==> src/rtl/imem_port_arbiter.sv <==
// Instruction-memory port arbiter: shares one imem port between the fetch
// stage (read-only) and the loader/debug port (read/write). One transaction
// is in flight at a time; killed fetches run to completion silently, and a
// starvation counter lets fetch win a contention after STARVE_MAX loader wins.
module imem_port_arbiter #(
  parameter int ADDR_W     = 32,
  parameter int DATA_W     = 32,
  parameter int STARVE_MAX = 4
) (
  input  logic              clk,
  input  logic              reset_n,
  input  logic              fetch_req,
  input  logic [ADDR_W-1:0] fetch_addr,
  input  logic              fetch_kill,
  output logic              fetch_done,
  output logic [DATA_W-1:0] fetch_rdata,
  input  logic              load_req,
  input  logic              load_we,
  input  logic [ADDR_W-1:0] load_addr,
  input  logic [DATA_W-1:0] load_wdata,
  output logic              load_done,
  output logic [DATA_W-1:0] load_rdata,
  output logic              mem_req,
  output logic              mem_we,
  output logic [ADDR_W-1:0] mem_addr,
  output logic [DATA_W-1:0] mem_wdata,
  input  logic [DATA_W-1:0] mem_rdata,
  input  logic              mem_ready,
  output logic              loader_owns
);

  typedef enum logic [1:0] {IDLE, FETCH_BUSY, LOAD_BUSY} state_t;

  localparam logic [3:0] SMAX = 4'(STARVE_MAX);

  state_t     state, state_nxt;
  logic [3:0] starve_cnt, starve_nxt;
  logic       killed, killed_nxt;
  logic       fetch_ok, fetch_win, load_win, busy_done;

  // Arbitration in IDLE: loader wins contention until fetch has been starved
  // STARVE_MAX times; a fetch being killed this cycle is never granted.
  always_comb begin
    fetch_ok  = fetch_req & ~fetch_kill;
    fetch_win = (state == IDLE) & fetch_ok & (~load_req | (starve_cnt == SMAX));
    load_win  = (state == IDLE) & load_req & ~fetch_win;
    busy_done = (state != IDLE) & mem_ready;
  end

  // Next state, starvation counter and kill tracking.
  always_comb begin
    state_nxt  = state;
    starve_nxt = starve_cnt;
    killed_nxt = killed;
    case (state)
      IDLE: begin
        if (load_win) begin
          state_nxt = LOAD_BUSY;
          if (fetch_req && starve_cnt != SMAX) starve_nxt = starve_cnt + 4'd1;
        end else if (fetch_win) begin
          state_nxt  = FETCH_BUSY;
          starve_nxt = 4'd0;
        end
      end
      FETCH_BUSY: begin
        if (mem_ready) begin
          state_nxt  = IDLE;
          killed_nxt = 1'b0;
        end else if (fetch_kill) begin
          killed_nxt = 1'b1;
        end
      end
      LOAD_BUSY: begin
        if (mem_ready) begin
          state_nxt  = IDLE;
          killed_nxt = 1'b0;
        end
      end
      default: state_nxt = IDLE;
    endcase
  end

  // Control state registers.
  always_ff @(posedge clk or negedge reset_n) begin
    if (!reset_n) begin
      state      <= IDLE;
      starve_cnt <= 4'd0;
      killed     <= 1'b0;
    end else begin
      state      <= state_nxt;
      starve_cnt <= starve_nxt;
      killed     <= killed_nxt;
    end
  end

  // Memory request registers: captured from the winner at grant, so the
  // mem_* outputs never depend combinationally on mem_rdata.
  always_ff @(posedge clk or negedge reset_n) begin
    if (!reset_n) begin
      mem_we    <= 1'b0;
      mem_addr  <= '0;
      mem_wdata <= '0;
    end else if (fetch_win) begin
      mem_we    <= 1'b0;
      mem_addr  <= fetch_addr;
      mem_wdata <= '0;
    end else if (load_win) begin
      mem_we    <= load_we;
      mem_addr  <= load_addr;
      mem_wdata <= load_wdata;
    end else if (busy_done) begin
      mem_we    <= 1'b0;
    end
  end

  assign mem_req     = (state != IDLE);
  assign fetch_done  = (state == FETCH_BUSY) & mem_ready & ~killed & ~fetch_kill;
  assign fetch_rdata = mem_rdata;
  assign load_done   = (state == LOAD_BUSY) & mem_ready;
  assign load_rdata  = mem_rdata;
  // Held low during reset so the PC is never frozen by a stale load_req.
  assign loader_owns = reset_n & ((state == LOAD_BUSY) | load_win);

endmodule

==> config.mk <==
export PLATFORM = sky130hd
export DESIGN_NAME = imem_port_arbiter
export DESIGN_NICKNAME = d
export VERILOG_FILES = /design/src/rtl/imem_port_arbiter.sv
export SDC_FILE = /design/constraint.sdc
export NUM_CORES = 1
export LEC_CHECK = 0
export ABC_AREA = 1
export CORE_UTILIZATION = 33
export CTS_BUF_LIST = sky130_fd_sc_hd__clkbuf_4
export DETAILED_ROUTE_END_ITERATION = 10
export PLACE_DENSITY = 0.8
export SLEW_MARGIN = 20
export SYNTH_ARGS = -nofsm -noshare
export SYNTH_HDL_FRONTEND = slang
export SYNTH_SLANG_ARGS = --single-unit
==> constraint.sdc <==
create_clock -name clk -period 1.5 [get_ports clk]
set_input_delay 0.3 -clock clk [delete_from_list [all_inputs] [get_ports clk]]
set_output_delay 0.3 -clock clk [all_outputs]
set_load 0.05 [all_outputs]
==> impl_results.rst, run 1 <==
.. list-table::
   :header-rows: 1

   * - Metric
     - Value
   * - Congestion Overflow GR
     - 0
   * - Area of all placed cells without fillers
     - 7191 sq um
   * - Number of maximum-capacitance constraint violations
     - 0
   * - Synth Cell Area
     - about 3800 sq um
   * - Period minus WS final
     - 1.935 ns
   * - Crit end category
     - output port
   * - Worst Hold Path Cells
     - 3
   * - Arrival time of data at the critical path endpoint
     - 1.63 ns
   * - Startpoint types
     - flip-flop
   * - Overall die width
     - 108.9 microns
   * - Share of the clock period used by the worst path after layout
     - 129.0%
   * - Path category of the worst min-delay check
     - in2reg
   * - Number of CTS-inserted buffers
     - 9
   * - Outcome
     - complete, but fails checks
   * - Crit path max fanout
     - 2
   * - Cell variety after synth
     - 20
   * - Count of endpoints failing setup in the final report
     - 74
   * - Async set or reset register ratio after synthesis
     - between 90% and 100%
   * - Mean post-synth cell area
     - 8.078 sq um
   * - Detailed placer's ending HPWL
     - ~8000 microns
   * - Number of nets in the layout
     - 755
   * - Area inside the core boundary
     - roughly 11000 sq um
   * - Count of flip-flops with a built-in enable after synthesis
     - 0
   * - Primary FF master, synth
     - dfrtp_1
   * - Count of final max-slew check failures
     - 0
   * - Number of sinks driven by the clock tree
     - 72
   * - Pin count of the biggest net entering global routing
     - 73
   * - Total Routed Length
     - 13180 microns
   * - Most numerous cell in the Yosys netlist
     - nand2_1
   * - Starting Density
     - between 30% and 40%
   * - Violated checks
     - setup timing
   * - Vias post-DR
     - about 3700
   * - Antenna violations before repair
     - 0
   * - Critical setup path kind
     - reg2out
   * - Wire length per cell after detailed routing
     - about 17 microns
   * - Clock latency on the worst-skew pair
     - about 0.43 ns
   * - Clock tree buffer depth
     - 2
   * - Antenna Diode Count
     - 0
   * - Fmax
     - approximately 0.52 GHz
   * - Largest vdd supply drop
     - around 0.0014 V
   * - CTS tree
     - built
   * - Buffer type at the clock tree root
     - clkbuf_4
   * - Worst-case hold path end point
     - mem_wdata[6]$_DFFE_PN0P_
   * - Fraction of the yosys area taken by sequential cells
     - a little under half
   * - Standard-cell rows
     - 38
   * - Synth-to-Final Area Change
     - 90.61%
   * - Number of warning messages in the yosys log
     - 0
   * - RSZ-0062 raised after global routing
     - true
   * - Wire length of the first global-routing pass
     - between 15000 and 20000 microns
   * - Total track usage
     - between 20% and 30%
   * - Launching point of the worst reg2reg path
     - state[0]$_DFFE_PN0P_
   * - Final hold violation count
     - 0
   * - Number of optimization iterations in the first detailed-route pass
     - 5
   * - Synthesized netlist net count
     - ~610
   * - P per Cell Area
     - 2181 nW/um^2
   * - Post-route ant nets
     - 0
   * - Die Ht
     - about 110 microns
   * - Worst slew slack as a fraction of its limit
     - between 60% and 70%
   * - DRC
     - 0
   * - Worst setup slack for register-to-register paths
     - -0.28 ns
   * - Via density per instance
     - between 4 and 5
   * - Static leakage
     - 0.003490 uW
   * - Critical Path RT
     - about 1.2 ns
   * - Global placement routability congestion
     - 0.7832
   * - Source of the worst hold timing path
     - load_wdata[6]
   * - Min setup slack post-route
     - -0.4346 ns
   * - Library cell occupying the most area in the post-synthesis netlist
     - dfrtp_1
   * - Leading cell types by count after synthesis
     - nand2_1, dfrtp_1, buf_4
   * - Proportion of layout cells with a drive suffix above 1
     - between 30 and 40%
   * - Vias in the first global route
     - ~3900
   * - Count of state elements after synthesis
     - 72
   * - Maximum level of the CTS H-tree
     - 3
   * - Post-layout util
     - between 60 and 70%
   * - I/O Buffers
     - approximately 170
   * - Violation count after the first detailed-routing iteration
     - 204
   * - Clock tree skew after final layout
     - roughly 0.018 ns
   * - Area enclosed by the die boundary
     - 11860 sq um
   * - Setup crit start
     - starve_cnt[1]$_DFFE_PN0P_
   * - Fraction of synthesized cell area taken by the top area cell type
     - between 40% and 50%
   * - End of the worst register-to-register path
     - mem_addr[21]$_DFFE_PN0P_
   * - Top Ports
     - 268
   * - Number of cells traversed by the worst register-to-register path
     - 13
   * - Clk pin slew, worst setup/hold paths
     - 0.15 ns
   * - Number of instances in the synthesized netlist
     - roughly 470
   * - Actual transition at the worst max-transition pin
     - between 0.4 and 0.5 ns
   * - Largest cells by area after synthesis
     - dfrtp_1, nand2_1, buf_4
   * - Instance area at placement
     - between 6000 and 7000 sq um
   * - Worst setup timing slack at the placement stage
     - -0.4349 ns
==> flip-flops by register name, indices dropped and copies added (netlist names) <==
name	cells
mem_addr	32
mem_wdata	32
starve_cnt	4
state	2
killed	1
mem_we	1
==> per-layer routing <==
metal / GRT usage, % / part of all wire (%) / vias up
li1: - / - / 1705
met1: 22.17 / 36 / 1762
met2: 39.17 / 54 / 156
met3: 6.037 / 6.8 / 43
met4: 8.398 / 2.2 / 0
met5: 0 / 0 / -
==> critical path, stage by stage (launching register included) <==
cell,delay (ns)
dfrtp_1,0.37
inv_1,0.08
ha_4,0.16
nand3_2,0.06
nand2_2,0.07
nand2_4,0.09
nand2_4,0.06
a21boi_4,0.18
buf_12,0.15
==> report_power, final <==
group	switching (uW)	leakage (uW)	total, uW	internal (uW)
Sequential	1010	0.000910	3850	2840
Combinational	5610	0.00251	10600	5030
Clock	828	0.0000666	1200	374
==> cell usage in the layout, fill, tap and decap left out, drive strengths merged <==
cell type      Yosys  layout
clkbuf             2      10
clkdlybuf4s50      0     101
inv               27      32
nand2            193     193
nor2               1       1
o211ai             5       5
a21boi             1       1
nor3               1       1
clkinv             0       3
nand3             58      58
xor2               1       1
dlygate4sd3        0       1
buf               83     116
dfrtp             72      72
nand3b            11      11
clkinvlp           0       2
nand4              5       5
a31oi              1       1
o21ai              1       1
ha                 5       5
==> worst max path at each step <==
stage | slack, ns | endpoint
after floorplan | -0.09 | loader_owns
after global placement | -0.31 | mem_wdata[27]$_DFFE_PN0P_
after detailed placement | -0.43 | mem_wdata[27]$_DFFE_PN0P_
after CTS | -0.43 | loader_owns
after global routing | -0.55 | loader_owns
final | -0.43 | loader_owns
==> timing repair <==
item | 4_1_cts | 5_1_grt
hold buffers | 1 | 0
setup endpoints to repair | 61 | 74
pin swaps | 26 | 18
gates resized for setup | 88 | 78
buffers inserted | 12 | 12
cloned | 7 | 4
hold endpoints to repair | 72 | 0
==> kinds of logic (layout without fill, tap and decap cells) <==
kind of cell	Yosys count	after routing	share of synthesized area, %
AO/OA/AOI/OAI	8	8	1.493
XOR/XNOR	1	1	0.2322
adder cells (fa/ha/maj)	5	5	1.658
buffers and inverters	112	265	18.51
flip-flops	72	72	47.76
AND/OR/NAND/NOR	269	269	30.35
==> final cells by class <==
type | count | area, sq um
Sequential cell | 72 | 1802
Clock buffer | 9 | 67.56
Timing Repair inverter | 3 | 40.04
Inverter | 27 | 136.4
Timing Repair Buffer | 219 | 3068
Clock inverter | 7 | 63.81
Multi-Input combinational cell | 283 | 1838
Tap cell | 140 | 175.2
Fill cell | 832 | 3792
==> stage by stage <==
| stage | std cells | TNS [ns] | power (uW) | hold slack [ns] |
|---|---|---|---|---|
| floorplan | 467 | -0.08583 | 8593 | 0.004409 |
| CTS | 750 | -6.545 | 15240 | 0.3625 |
| global route | 760 | -15.23 | 16410 | 0.3389 |
| finish | 760 | -8.862 | 15680 | 0.3918 |
| detailed placement | 716 | -19.15 | 13370 | 0.3800 |
| global placement | 716 | -14.92 | 13160 | 0.3669 |
No activity file was read; power rests on OpenSTA's default activity.
==> inputs of run 2 (changes only) <==
--- a/config.mk
+++ b/config.mk
@@ -7,8 +7,9 @@
 export LEC_CHECK = 0
 export ABC_AREA = 1
 export CORE_UTILIZATION = 33
-export CTS_BUF_LIST = sky130_fd_sc_hd__clkbuf_4
+export CTS_BUF_LIST = sky130_fd_sc_hd__clkbuf_8
 export DETAILED_ROUTE_END_ITERATION = 10
+export GPL_TIMING_DRIVEN = 0
 export PLACE_DENSITY = 0.8
 export SLEW_MARGIN = 20
 export SYNTH_ARGS = -nofsm -noshare
==> impl_results.rst, run 2 (synthesis results as in run 1) <==
.. list-table::
   :header-rows: 1

   * - Metric
     - Value
   * - Power share of the combinational group
     - around two thirds
   * - RSZ-0062 raised after global routing
     - true
   * - Top Ports
     - 268
   * - Overall die width
     - 108.9 microns
   * - Period minus WS final
     - ~1.8 ns
   * - Violation count after the first detailed-routing iteration
     - approximately 200
   * - Share of the clock period used by the worst path after layout
     - 122.6%
   * - Largest registers
     - mem_addr x32, mem_wdata x32, starve_cnt x4
   * - Total power of the final layout
     - roughly 15000 uW
   * - Total track usage
     - ~22%
   * - Stage delay of the slowest cell on the critical path
     - just under 0.4 ns
   * - Number of sinks driven by the clock tree
     - 72
   * - Final worst hold slack
     - -0.08174 ns
   * - Maximum level of the CTS H-tree
     - 3
   * - Post-route ant nets
     - 0
   * - Clock tree buffer depth
     - 2
   * - Crit-path cells
     - inv_2, ha_4, nand3_4, inv_4, nand2_4, nand2_4, a21boi_4, buf_6
   * - Wire length per cell after detailed routing
     - ~16 microns
   * - Area enclosed by the die boundary
     - 11860 sq um
   * - Cell type with the highest occurrence count on the critical path
     - nand2_4
   * - Antenna violations before repair
     - 0
   * - Outcome
     - complete, but fails checks
   * - Most frequent standard cell in the layout excluding fill and tap cells
     - clkdlybuf4s50_1
   * - Final-layout fill cell count
     - around 840
   * - Post-route setup TNS
     - -6.012 ns
   * - Number of optimization iterations in the first detailed-route pass
     - 4
   * - Starting Density
     - between 30% and 40%
   * - Worst setup timing slack at the placement stage
     - -1.055 ns
   * - Sequential cell area
     - 1802 sq um
   * - Min setup slack post-route
     - -0.3386 ns
   * - Critical setup path kind
     - reg2out
   * - Cell with the biggest individual delay on the critical path
     - dfrtp_1
   * - Number of nets in the layout
     - 888
   * - Final hold violation count
     - 35
   * - Internal power component
     - roughly 7300 uW
   * - P per Cell Area
     - ~1900 nW/um^2
   * - Startpoint types
     - flip-flop
   * - Most frequent cells in the layout
     - clkdlybuf4s50_1, nand2_1, buf_4
   * - Total Routed Length
     - 13880 microns
   * - Critical Path RT
     - between 1 and 1.5 ns
   * - Wire length of the first global-routing pass
     - between 20000 and 25000 microns
   * - Violated checks
     - hold timing, setup timing
   * - DRC
     - 0
   * - Antenna Diode Count
     - 0
   * - Largest vdd supply drop
     - around 0.0011 V
   * - Clock latency on the worst-skew pair
     - ~0.34 ns
   * - Actual transition at the worst max-transition pin
     - 0.5453 ns
   * - Sequential cell fraction of total power
     - a little under a quarter
   * - Vias post-DR
     - around 4200
   * - Standard-cell rows
     - 38
   * - Count of final max-slew check failures
     - 0
   * - Congestion Overflow GR
     - 0
   * - Sw Share
     - 50.63%
   * - Arrival time of data at the critical path endpoint
     - approximately 1.5 ns
   * - Fraction of power consumed by the clock network
     - a little over a tenth
   * - Die Ht
     - between 100 and 150 microns
   * - Area inside the core boundary
     - between 10000 and 15000 sq um
   * - Count of endpoints failing setup in the final report
     - 74
   * - Via density per instance
     - 4.654
   * - Synth-to-Final Area Change
     - 103.8%
   * - Multi-input logic area
     - roughly 1700 sq um
   * - Path category of the worst min-delay check
     - in2async
   * - Number of maximum-capacitance constraint violations
     - 0
   * - Pin count of the biggest net entering global routing
     - 38
   * - Fmax
     - 0.5439 GHz
   * - Crit path max fanout
     - 3
   * - Global placement routability congestion
     - 0.7747
   * - Buffer type at the clock tree root
     - clkbuf_8
   * - I/O Buffers
     - ~240
   * - Clock tree skew after final layout
     - 0.006227 ns
   * - CTS tree
     - built
   * - Crit end category
     - output port
   * - Detailed placer's ending HPWL
     - approximately 9500 microns
   * - Number of CTS-inserted buffers
     - 9
   * - Proportion of layout cells with a drive suffix above 1
     - between 30% and 40%
   * - Clk pin slew, worst setup/hold paths
     - ~0.08 ns
   * - Switching power
     - 7491 uW
   * - Worst slew slack as a fraction of its limit
     - a little under two thirds
   * - Vias in the first global route
     - 4304
   * - Static leakage
     - between 0.003 and 0.004 uW
run 2: cell count changes in the layout (fill, tap and decap cells not counted), moves of 19 or more:
cell,change
nand3_1,+21
clkdlybuf4s50_1,+61
clkdlybuf4s15_2,+61
buf_4,+59
nand3_2,-19
buf_12,-75
run 2: cell type report:
| type | instances | area share, % |
|---|---|---|
| inverters | 27 | 1.709 |
| well taps | 140 | 2.278 |
| clock buffers | 9 | 1.611 |
| clock inverters | 7 | 0.9439 |
| flip-flops and latches | 72 | 23.43 |
| multi-input cells | 283 | 22.36 |
| plain buffers | 83 | 9.487 |
| repair buffers | 272 | 38.18 |
run 2: per-stage QoR:
step | instances | hold WS (ns) | util, % | instance area, sq um
6_report | 893 | -0.08174 | 70.00 | 7689
5_1_grt | 893 | -0.06245 | 70.00 | 7689
4_1_cts | 891 | -0.07730 | 66.48 | 7302
3_5_place_dp | 843 | 0.3055 | 58.02 | 6372
3_3_place_gp | 842 | 0.4613 | 57.86 | 6355
2_1_floorplan | 467 | 0.004409 | - | 3827
run 2: path summary, 6_finish.rpt:
check | startpoint | to | slack, ns | cells past startpoint
min in group clk | fetch_kill | killed$_DFFE_PN0P_ | 0.48 | 3
max | state[1]$_DFFE_PN0P_ | loader_owns | -0.34 | 8
max in group asynchronous | reset_n | mem_wdata[21]$_DFFE_PN0P_ | 1.00 | 2
min reg2reg | mem_wdata[16]$_DFFE_PN0P_ | mem_wdata[16]$_DFFE_PN0P_ | 0.49 | 2
min | reset_n | mem_addr[7]$_DFFE_PN0P_ | -0.08 | 1
max reg2reg | state[1]$_DFFE_PN0P_ | mem_wdata[18]$_DFFE_PN0P_ | -0.10 | 12
run 2: per-layer routing:
metal	part of all wire [%]	wire length, microns	track usage [%]	up-vias
met5	0	0	0	-
met1	35	4897	23.09	1944
met2	55	7568	42.63	211
met3	7.7	1067	5.798	33
li1	-	-	-	1968
met4	2.5	346	8.784	0
run 2: power groups by stage:
stage / registers, uW / clock network, uW / logic [uW]
2_1_floorplan: 6290 / 0 / 2310
3_3_place_gp: 3370 / 0 / 7940
5_1_grt: 3610 / 1690 / 10300
3_5_place_dp: 3420 / 0 / 8090
4_1_cts: 3390 / 1580 / 9300
6_report: 3520 / 1550 / 9730
run 2: what timing repair did:
action	4_1_cts	5_1_grt
endpoints found under the hold margin	35	35
setup buffers	23	7
setup endpoints to repair	137	79
pin swaps	18	26
resized for setup	307	111
cloned	9	3
run 2: critical path, delay by kind of cell (launching register included):
kind | cells | cell delay, ns
adders and majority gates | 1 | 0.18
and+or+nand+nor | 3 | 0.23
buffers and inverters | 3 | 0.29
AOI/OAI and AO/OA | 1 | 0.12
DFF | 1 | 0.39
==> inputs of run 3 (changes only) <==
--- a/config.mk
+++ b/config.mk
@@ -15,3 +15,4 @@
 export SYNTH_ARGS = -nofsm -noshare
 export SYNTH_HDL_FRONTEND = slang
 export SYNTH_SLANG_ARGS = --single-unit
+export TNS_END_PERCENT = 30
==> impl_results.rst, run 3 (synthesis results as in run 1) <==
.. list-table::
   :header-rows: 1

   * - Metric
     - Value
   * - Crit end category
     - output port
   * - Overall die width
     - 108.9 microns
   * - Violation count after the first detailed-routing iteration
     - roughly 200
   * - Vias in the first global route
     - slightly above 4000
   * - Standard-cell rows
     - 38
   * - Congestion Overflow GR
     - 0
   * - RSZ-0062 raised after global routing
     - true
   * - Proportion of layout cells with a drive suffix above 1
     - 28.92%
   * - Fmax
     - approximately 0.54 GHz
   * - Clk pin slew, worst setup/hold paths
     - ~0.09 ns
   * - Total track usage
     - 20.79%
   * - Total Routed Length
     - about 12000 microns
   * - Crit path max fanout
     - 2
   * - GRT busiest layer
     - met2
   * - Wire length of the first global-routing pass
     - between 15000 and 20000 microns
   * - Count of final max-slew check failures
     - 0
   * - Outcome
     - complete, but fails checks
   * - Path category of the worst min-delay check
     - in2async
   * - P per Cell Area
     - 1921 nW/um^2
   * - Startpoint types
     - flip-flop
   * - Starting Density
     - 34.35%
   * - Top Ports
     - 268
   * - Clock latency on the worst-skew pair
     - about 0.34 ns
   * - Clock tree skew after final layout
     - roughly 0.011 ns
   * - Antenna Diode Count
     - 0
   * - Worst setup timing slack at the placement stage
     - -1.055 ns
   * - Stage delay of the slowest cell on the critical path
     - between 0.3 and 0.4 ns
   * - Final hold violation count
     - 35
   * - Number of sinks driven by the clock tree
     - 72
   * - Critical setup path kind
     - reg2out
   * - Largest registers
     - mem_addr x32, mem_wdata x32, starve_cnt x4
   * - Vias post-DR
     - between 3000 and 4000
   * - Pin count of the biggest net entering global routing
     - 38
   * - Static leakage
     - around 0.0034 uW
   * - Critical Path RT
     - 1.20 ns
   * - Period minus WS final
     - around 1.8 ns
   * - Number of nets in the layout
     - 868
   * - Final worst hold slack
     - -0.08479 ns
   * - Number of optimization iterations in the first detailed-route pass
     - 4
   * - Actual transition at the worst max-transition pin
     - just over 0.5 ns
   * - Antenna violations before repair
     - 0
   * - Synth-to-Final Area Change
     - 81.19%
   * - Met1 track demand over resource in global routing
     - 21.54%
   * - I/O Buffers
     - 235
   * - Buffer type at the clock tree root
     - clkbuf_8
   * - Most frequent cells in the layout
     - nand2_1, clkdlybuf4s50_1, buf_4
   * - Area enclosed by the die boundary
     - 11860 sq um
   * - Area inside the core boundary
     - roughly 11000 sq um
   * - Crit-path cells
     - inv_1, ha_2, nand3_2, nand2_2, nand2_4, nand2_4, a21boi_4, buf_6
   * - Arrival time of data at the critical path endpoint
     - between 1.5 and 2 ns
   * - Count of endpoints failing setup in the final report
     - 55
   * - Detailed placer's ending HPWL
     - around 9500 microns
   * - Largest vdd supply drop
     - slightly above 0.001 V
   * - Post-layout util
     - between 60% and 70%
   * - Met2 Resource Use GR
     - around 39%
   * - Cell type with the highest occurrence count on the critical path
     - nand2_4
   * - Final-layout fill cell count
     - between 900 and 1000
   * - Number of CTS-inserted buffers
     - 9
   * - Worst slew slack as a fraction of its limit
     - roughly two thirds
   * - Via density per instance
     - roughly 4.5
   * - Min setup slack post-route
     - -0.3352 ns
   * - Global placement routability congestion
     - approximately 0.77
   * - Wire length per cell after detailed routing
     - roughly 14 microns
   * - Most frequent standard cell in the layout excluding fill and tap cells
     - nand2_1
   * - Clock tree buffer depth
     - 2
   * - Violated checks
     - hold timing, setup timing
   * - Post-route ant nets
     - 0
   * - CTS tree
     - built
   * - Cell with the biggest individual delay on the critical path
     - dfrtp_1
   * - Die Ht
     - 108.9 microns
   * - DRC
     - 0
   * - Number of maximum-capacitance constraint violations
     - 0
   * - Met3 usage in global routing
     - under 10%
   * - Maximum level of the CTS H-tree
     - 3
   * - Share of the clock period used by the worst path after layout
     - 122.3%
## run 3: cell types whose count changed in the layout (fill, tap and decap cells not counted), moves of 7 or more
cell	before	now
nand2_2	29	3
nand2_1	145	186
nand3_1	28	55
buf_4	82	91
buf_8	10	0
buf_16	7	0
nand3_2	27	3
nand2_4	19	4
## run 3: where the power goes
group | internal (uW) | switching [uW]
logic | 2730 | 5480
clock network | 768 | 775
registers | 2850 | 533
total | 6350 | 6790
## run 3: routing by layer
metal	routed length, microns	vias to the layer above
met5	0	-
met3	1032	29
li1	-	1918
met2	6418	193
met1	4528	1829
met4	382	0
## run 3: repair_timing
action	4_1_cts	5_1_grt
buffers inserted	11	3
pin swaps	6	1
setup endpoints to repair	137	77
gates resized for setup	249	10
hold endpoints to repair	35	35
## run 3: worst max-delay path: cells and delay by family, from the launching register on
kind	cells	cell delay [ns]
fa+ha+maj	1	0.19
simple gates	4	0.29
buf+inv	2	0.23
flops	1	0.36
compound gates	1	0.12
## run 3: stage by stage
step / total power, uW / TNS [ns] / hold WS (ns) / cells / cell area (sq um)
CTS: 13150 / -6.049 / -0.07730 / 870 / 6815
detailed placement: 11500 / -25.80 / 0.3055 / 843 / 6372
floorplan: 8593 / -0.08583 / 0.004409 / 467 / 3827
global placement: 11320 / -197.85 / 0.4613 / 842 / 6355
finish: 13130 / -6.285 / -0.08479 / 873 / 6835
global route: 13870 / -12.75 / -0.06166 / 873 / 6835
## run 3: final timing paths
path	from	to	slack, ns	depth (start not counted)
worst max register to register	state[0]$_DFFE_PN0P_	mem_addr[22]$_DFFE_PN0P_	-0.14	10
min in group clk	mem_wdata[24]$_DFFE_PN0P_	mem_wdata[24]$_DFFE_PN0P_	0.48	2
max in group asynchronous	reset_n	mem_wdata[25]$_DFFE_PN0P_	1.00	2
worst min-delay path	reset_n	mem_addr[13]$_DFFE_PN0P_	-0.08	1
worst max-delay path	starve_cnt[0]$_DFFE_PN0P_	loader_owns	-0.34	8
worst min register to register	mem_wdata[24]$_DFFE_PN0P_	mem_wdata[24]$_DFFE_PN0P_	0.48	2
## run 3: area by class of cell
class                      count  area [sq um]  area share (%)
timing repair buffer         250          2544           37.21
sequential                    72          1802           26.36
multi-input combinational    283          1370           20.04
buffer                        85         641.9           9.390
tap                          140         175.2           2.563
clock buffer                   9         123.9           1.812
inverter                      27         106.4           1.556
clock inverter                 7         72.57           1.062
